## src/rtl/spi_mem_ctrl.sv

```systemverilog
// spi_mem_ctrl: single-port memory controller behind the SPI slave front-end.
// Decodes 2-bit opcode + payload command words from the rx path, writes and
// reads an internal memory, and returns read data to the tx serialiser.
//
// Opcodes: 00 SET_WADDR, 01 WRITE, 10 SET_RADDR, 11 READ.
//
// Ports:
//   clk       in   single clock, rising edge
//   rst       in   synchronous active-high reset
//   rx_valid  in   din holds a valid command word this cycle
//   din       in   {opcode[1:0], payload[PLD_W-1:0]}
//   dout      out  read data, held until the next READ or reset
//   tx_valid  out  one-cycle pulse per READ, dout is fresh
//   addr_err  out  one-cycle pulse per rejected SET_WADDR/SET_RADDR
//
// Build option: define SPI_MEM_AUTO_INC_EN to post-increment waddr on WRITE and
// raddr on READ (wrapping DEPTH-1 -> 0). Without it, addresses only change on
// SET_WADDR/SET_RADDR.
module spi_mem_ctrl #(
  parameter int unsigned DATA_W = 8,
  parameter int unsigned ADDR_W = 8,
  parameter int unsigned DEPTH  = 256,
  localparam int unsigned PLD_W = (ADDR_W > DATA_W) ? ADDR_W : DATA_W
) (
  input  logic              clk,
  input  logic              rst,
  input  logic              rx_valid,
  input  logic [PLD_W+1:0]  din,
  output logic [DATA_W-1:0] dout,
  output logic              tx_valid,
  output logic              addr_err
);

  typedef enum logic [1:0] {
    OpSetWaddr = 2'b00,
    OpWrite    = 2'b01,
    OpSetRaddr = 2'b10,
    OpRead     = 2'b11
  } op_e;

  // One extra bit so DEPTH == 2**ADDR_W is representable in the range check.
  localparam logic [ADDR_W:0]   DepthW   = (ADDR_W + 1)'(DEPTH);
  localparam logic [ADDR_W-1:0] LastAddr = ADDR_W'(DEPTH - 1);

  logic [DATA_W-1:0] mem [DEPTH];

  op_e               op;
  logic [PLD_W-1:0]  payload;
  logic [ADDR_W-1:0] pl_addr;
  logic [DATA_W-1:0] pl_data;
  logic              addr_ok;

  logic [ADDR_W-1:0] waddr_q, waddr_d;
  logic [ADDR_W-1:0] raddr_q, raddr_d;
  logic [DATA_W-1:0] dout_q, dout_d;
  logic              tx_valid_q, tx_valid_d;
  logic              addr_err_q, addr_err_d;
  logic              wr_en;

  assign op      = op_e'(din[PLD_W+1:PLD_W]);
  assign payload = din[PLD_W-1:0];
  assign pl_addr = payload[ADDR_W-1:0];
  assign pl_data = payload[DATA_W-1:0];
  assign addr_ok = {1'b0, pl_addr} < DepthW;

`ifdef SPI_MEM_AUTO_INC_EN
  // Explicit wrap so non-power-of-2 depths stay in range.
  function automatic logic [ADDR_W-1:0] next_addr(input logic [ADDR_W-1:0] a);
    return (a == LastAddr) ? '0 : a + 1'b1;
  endfunction
`endif

  always_comb begin
    waddr_d    = waddr_q;
    raddr_d    = raddr_q;
    dout_d     = dout_q;
    tx_valid_d = 1'b0;
    addr_err_d = 1'b0;
    wr_en      = 1'b0;
    if (rx_valid) begin
      unique case (op)
        OpSetWaddr: begin
          if (addr_ok) waddr_d = pl_addr;
          else         addr_err_d = 1'b1;
        end
        OpWrite: begin
          wr_en = 1'b1;
`ifdef SPI_MEM_AUTO_INC_EN
          waddr_d = next_addr(waddr_q);
`endif
        end
        OpSetRaddr: begin
          if (addr_ok) raddr_d = pl_addr;
          else         addr_err_d = 1'b1;
        end
        OpRead: begin
          // Memory write lands at the previous edge, so a READ right after a
          // WRITE to the same word already sees the new data.
          dout_d     = mem[raddr_q];
          tx_valid_d = 1'b1;
`ifdef SPI_MEM_AUTO_INC_EN
          raddr_d = next_addr(raddr_q);
`endif
        end
        default: ;
      endcase
    end
  end

  always_ff @(posedge clk) begin
    if (rst) begin
      waddr_q    <= '0;
      raddr_q    <= '0;
      dout_q     <= '0;
      tx_valid_q <= 1'b0;
      addr_err_q <= 1'b0;
    end else begin
      waddr_q    <= waddr_d;
      raddr_q    <= raddr_d;
      dout_q     <= dout_d;
      tx_valid_q <= tx_valid_d;
      addr_err_q <= addr_err_d;
    end
  end

  // Memory contents survive reset; only the write is suppressed.
  always_ff @(posedge clk) begin
    if (!rst && wr_en) mem[waddr_q] <= pl_data;
  end

  assign dout     = dout_q;
  assign tx_valid = tx_valid_q;
  assign addr_err = addr_err_q;

endmodule

```

## config.mk

```make
export PLATFORM = sky130hd
export DESIGN_NAME = spi_mem_ctrl
export DESIGN_NICKNAME = d
export VERILOG_FILES = /design/src/rtl/spi_mem_ctrl.sv
export SDC_FILE = /design/constraint.sdc
export NUM_CORES = 2
export LEC_CHECK = 0
export BUFFER_PORTS_ARGS = -buffer_cell sky130_fd_sc_hd__buf_2
export CORE_AREA = 5 5 392 394
export DETAILED_ROUTE_END_ITERATION = 12
export DIE_AREA = 0 0 397 399
export GPL_TIMING_DRIVEN = 0
export PLACE_DENSITY = 0.7
export REMOVE_ABC_BUFFERS = 1
export SKIP_CTS_REPAIR_TIMING = 1
export SLEW_MARGIN = 25
export SYNTH_ARGS = -nofsm -noshare
export SYNTH_HDL_FRONTEND = slang
export SYNTH_SLANG_ARGS = --single-unit
```

## constraint.sdc

```tcl
create_clock -name clk -period 6.5 [get_ports clk]
set_input_delay 0.325 -clock clk [delete_from_list [all_inputs] [get_ports clk]]
set_output_delay 0.325 -clock clk [all_outputs]
set_load 0.05 [all_outputs]
```

==> flow_results.org <==
** Floorplan
- Row cnt :: between 100 and 150
- Measured along the y axis, the die boundary spans 399 um.
- Area of the core :: 149,000 sq um
- Once the floorplan was initialized, standard cells occupied 54.7% of the core.
- Boundary pin count :: 23
- Die footprint :: 158,000 sq um
- Horiz. Die Dim :: 397 um

** Yosys
- Synth Area per Inst :: 20.8 sq um
- The number of different library cells used by synthesis comes to 70.
- Yosys warning count :: 0
- Number of synthesized flops with an enable pin :: 2,048
- Synthesis handed over a netlist of 3,921 instances.
- Cell Area, Synth :: 81,700 sq um
- In the synthesized netlist the async set-or-reset flop fraction comes to 0%.
- The share of the Yosys chip area taken by registers is roughly 76%.
- Register bit count reported by yosys :: 2,073
- Among all flip-flop cells after synthesis, the most frequent one is sky130_fd_sc_hd__edfxtp_1.

** Detailed routing
- Number of iterations in the first detailed-routing pass :: 6
- For this block, the routed nets add up to 201,000 um of wire.
- In this run, the number of DRC markers left after iteration 0 of detailed routing was 5,487.
- In the routed design, unresolved DRC markers number 0.
- In the routed layout, each cell is associated on average with a via count of 6.58.
- Routed via count :: 40,729
- Dividing the detail-routed wire length by the instance count gives 32.4 um.
- Antenna-violating nets left :: 0

** GRT
- Global routing used 25.4% of the available tracks across all layers.
- Global-route wire length before repair :: 290,000 um
- Entering global routing, the biggest net connects 114 pins.
- Initial antenna violation count :: 11
- Via count of the first global-routing pass :: slightly above 40,000
- Global route total overflow :: 0

** Power
- Combinational cells account for under 10% of the total power.
- Internal portion of total power :: approximately 0.021 W
- The clock network burns 41.3% of the power.
- Power Dens Cells :: between 200 and 300 nW/um^2
- Switching Share :: 20.3%
- Maximum VDD drop :: between 0.2 and 0.25 mV
- The analysis attributes to net switching a power of between 0.005 and 0.006 W.
- Static leakage :: 27.5 nW
- Sequential cells account for 55.3% of the total power.

** Placed design
- Placement Setup Slack :: about 1.9 ns
- Area post-placement :: 84,700 sq um
- At the end of routability-driven placement, the weighted congestion stood at 0.844.
- Buffers placed on the I/O ports in this run total 21.
- Detailed placement finished with a half-perimeter wire length of 126,000 um.

** STA
- Share of the clock period used by the worst path after layout :: 71.6%
- Slew at the pin closest to its max-slew limit :: ~1.1 ns
- Worst Setup Slack, final :: 1.84 ns
- The worst path needs 4.66 ns of the cycle, external delays included.
- Setup repair after global routing left no endpoint under its margin.
- Final-report max-slew violation count :: 0
- Tightest hold margin :: between 0.02 and 0.03 ns
- Fmax :: 0.215 GHz
- The count of endpoints failing hold in the final timing report is 0.
- Setup violations remaining at the end of the flow were counted as 0.
- Between clock sinks in the finished design, the worst skew comes to between 0.03 and 0.04 ns.
- Tightest slew margin relative to the limit :: between 20% and 30%

** Worst setup path
- Of all nets on the critical path, the largest fanout is 37.
- In this design, the largest share of critical-path delay is due to buffers and inverters.
- Worst Setup Start Kind :: flop
- Cell Chain, Critical Path :: buf_16 -> buf_16 -> buf_12 -> buf_12 -> buf_16 -> mux4_1 -> mux4_2 -> nand2b_1 -> a41oi_1 -> or3_1 -> o211ai_1
- Endpoint arrival time on the critical path :: 5.34 ns
- The worst register-to-register path has a depth of 11.
- Across all register-to-register paths, the minimum setup slack is 1.84 ns.
- The number of buffers and inverters on the critical path is 5.
- Cell with the most instances on the worst path :: sky130_fd_sc_hd__buf_16
- Required time worst endpoint :: a little over 7 ns
- On the worst path, the slowest cell contributes a delay of 0.68 ns.
- Library cell contributing the largest single delay on the critical path :: sky130_fd_sc_hd__dfxtp_4
- Critical register-to-register path startpoint :: raddr_q[0]
- Critical Path End Type :: flop
- The worst setup path is of the flop to flop kind.
- The worst register-to-register path ends at dout[0].

** Cells and area
- Filler Cell Count :: 10,204
- In the final layout, the share of cells above drive strength 1 is between 10% and 20%.
- Final nets :: roughly 4,000
- Utilization after layout :: 60.8%
- From synthesis to final layout, the design area changed by 11.3%.
- Post-Layout Inst Area :: between 90,000 and 100,000 sq um

** Hold path
- For hold timing, the worst endpoint is tx_valid.
- In this run the most critical hold path is launched from din[9].
- The tightest min-delay check is of the primary input to flop type.
- Counting instances, the worst hold path has a depth of 2.

** Clock tree
- Clock sink count :: 2,073
- Num CTS Buffers :: 196
- Clock-pin slew was measured on the worst setup and hold paths at 0.06 ns.
- Buffer levels on the longest clock path :: 3
- CTS tree :: yes
- Clk_lat worst skew :: 0.82 ns
- H-tree levels :: 4
- CTS placed an instance of sky130_fd_sc_hd__clkbuf_16 at the clock tree root.

** Run status
- The flow ran to the end, and the final reports show no timing, DRC or antenna violations.

** Job
- Max-capacitance violation count :: 0
==> sequential cells by signal, indices dropped and copies added, names as in the netlist <==
| name | count |
|---|---|
| waddr_q | 8 |
| raddr_q | 8 |
| mem | 2048 |
| dout | 8 |
| tx_valid | 1 |
==> Yosys cell counts (14+ instances only) <==
cell	number	area, sq um
sky130_fd_sc_hd__a211oi_1	22	165
sky130_fd_sc_hd__a21oi_1	34	170
sky130_fd_sc_hd__a22oi_1	54	405
sky130_fd_sc_hd__a31oi_1	14	87.6
sky130_fd_sc_hd__buf_12	16	320
sky130_fd_sc_hd__buf_2	44	220
sky130_fd_sc_hd__buf_4	23	173
sky130_fd_sc_hd__buf_6	18	203
sky130_fd_sc_hd__buf_8	31	465
sky130_fd_sc_hd__clkbuf_1	83	312
sky130_fd_sc_hd__clkbuf_8	17	234
sky130_fd_sc_hd__dfxtp_1	25	500
sky130_fd_sc_hd__edfxtp_1	2048	61500
sky130_fd_sc_hd__mux2i_1	248	2480
sky130_fd_sc_hd__mux4_1	139	3650
sky130_fd_sc_hd__mux4_2	289	6510
sky130_fd_sc_hd__nand2_1	121	454
sky130_fd_sc_hd__nand3_1	58	290
sky130_fd_sc_hd__nand4_1	21	131
sky130_fd_sc_hd__nor2_1	296	1110
sky130_fd_sc_hd__nor2b_1	14	87.6
sky130_fd_sc_hd__nor3_1	31	155
sky130_fd_sc_hd__o21ai_0	28	140
sky130_fd_sc_hd__o221ai_1	45	394
sky130_fd_sc_hd__o22ai_1	65	407
==> worst reg2reg max path, cell delays in order (launching register included) <==
cell	delay (ns)
sky130_fd_sc_hd__dfxtp_4	0.68
sky130_fd_sc_hd__buf_16	0.35
sky130_fd_sc_hd__buf_16	0.30
sky130_fd_sc_hd__buf_12	0.29
sky130_fd_sc_hd__buf_12	0.31
sky130_fd_sc_hd__buf_16	0.29
sky130_fd_sc_hd__mux4_1	0.68
sky130_fd_sc_hd__mux4_2	0.57
sky130_fd_sc_hd__nand2b_1	0.21
sky130_fd_sc_hd__a41oi_1	0.43
sky130_fd_sc_hd__or3_1	0.32
sky130_fd_sc_hd__o211ai_1	0.12
==> metrics by stage <==
step	TNS, ns	instances	power, W
after global routing	0	6187	0.0273
after floorplan	-165.20	3677	0.0157
after CTS	0	6174	0.0267
final	0	6192	0.0266
after detailed placement	0	5811	0.0159
after global placement	-276.23	5714	0.0163
==> power groups by stage <==
stage	clock [W]	combinational (W)	sequential, W
after floorplan	0	0.000623	0.0151
after global placement	0	0.00115	0.0152
after detailed placement	0	0.000903	0.0150
after CTS	0.0111	0.000906	0.0147
after global routing	0.0117	0.000957	0.0147
final	0.0110	0.000916	0.0147
==> cell families after synthesis <==
logic type      count (synthesis)  share of synthesized area (%)
flops                        2073                           75.9
mux                           681                           15.5
buf+inv                       248                           2.45
simple gates                  591                           3.16
compound gates                327                           2.93
other cells                     1                        0.00459
==> metal layers <==
layer	global-route usage (%)	wire [um]	vias up
li1	-	-	16615
met1	36.8	78500	21295
met2	39.1	93800	2375
met3	5.49	20500	434
met4	9.03	7890	10
met5	0	65	-
==> cell usage in the layout, fill, tap and decap left out, drive strengths merged, types with 54 or more instances in the layout <==
cell	netlist	layout
edfxtp	2048	2048
mux4	428	428
nor2	296	296
clkbuf	102	259
mux2i	248	248
nand2	121	121
buf	141	118
clkinv	0	83
o22ai	65	65
nand3	58	58
a22oi	54	54
==> worst max-delay path by stage <==
| stage | startpoint | to | slack [ns] | cells after the start |
|---|---|---|---|---|
| after detailed placement | raddr_q[0] | dout[0] | 1.89 | 11 |
| after floorplan | raddr_q[0] | dout[3] | -18.59 | 5 |
| after global routing | raddr_q[0] | dout[0] | 1.72 | 11 |
| final | raddr_q[0] | dout[0] | 1.84 | 11 |
| after CTS | raddr_q[0] | dout[0] | 1.85 | 11 |
| after global placement | raddr_q[0] | dout[3] | -32.81 | 4 |
==> cell type report <==
class	instances	area, sq um	area share [%]
Sequential cell	2073	62000	68.2
Multi-Input combinational cell	1600	17900	19.6
Clock buffer	259	5320	5.85
Tap cell	2016	2520	2.77
Timing Repair Buffer	130	2360	2.59
Clock inverter	104	798	0.878
Inverter	4	25.0	0.0275
Antenna cell	6	15.0	0.0165
Note: power is estimated with default switching activity, not from simulation.
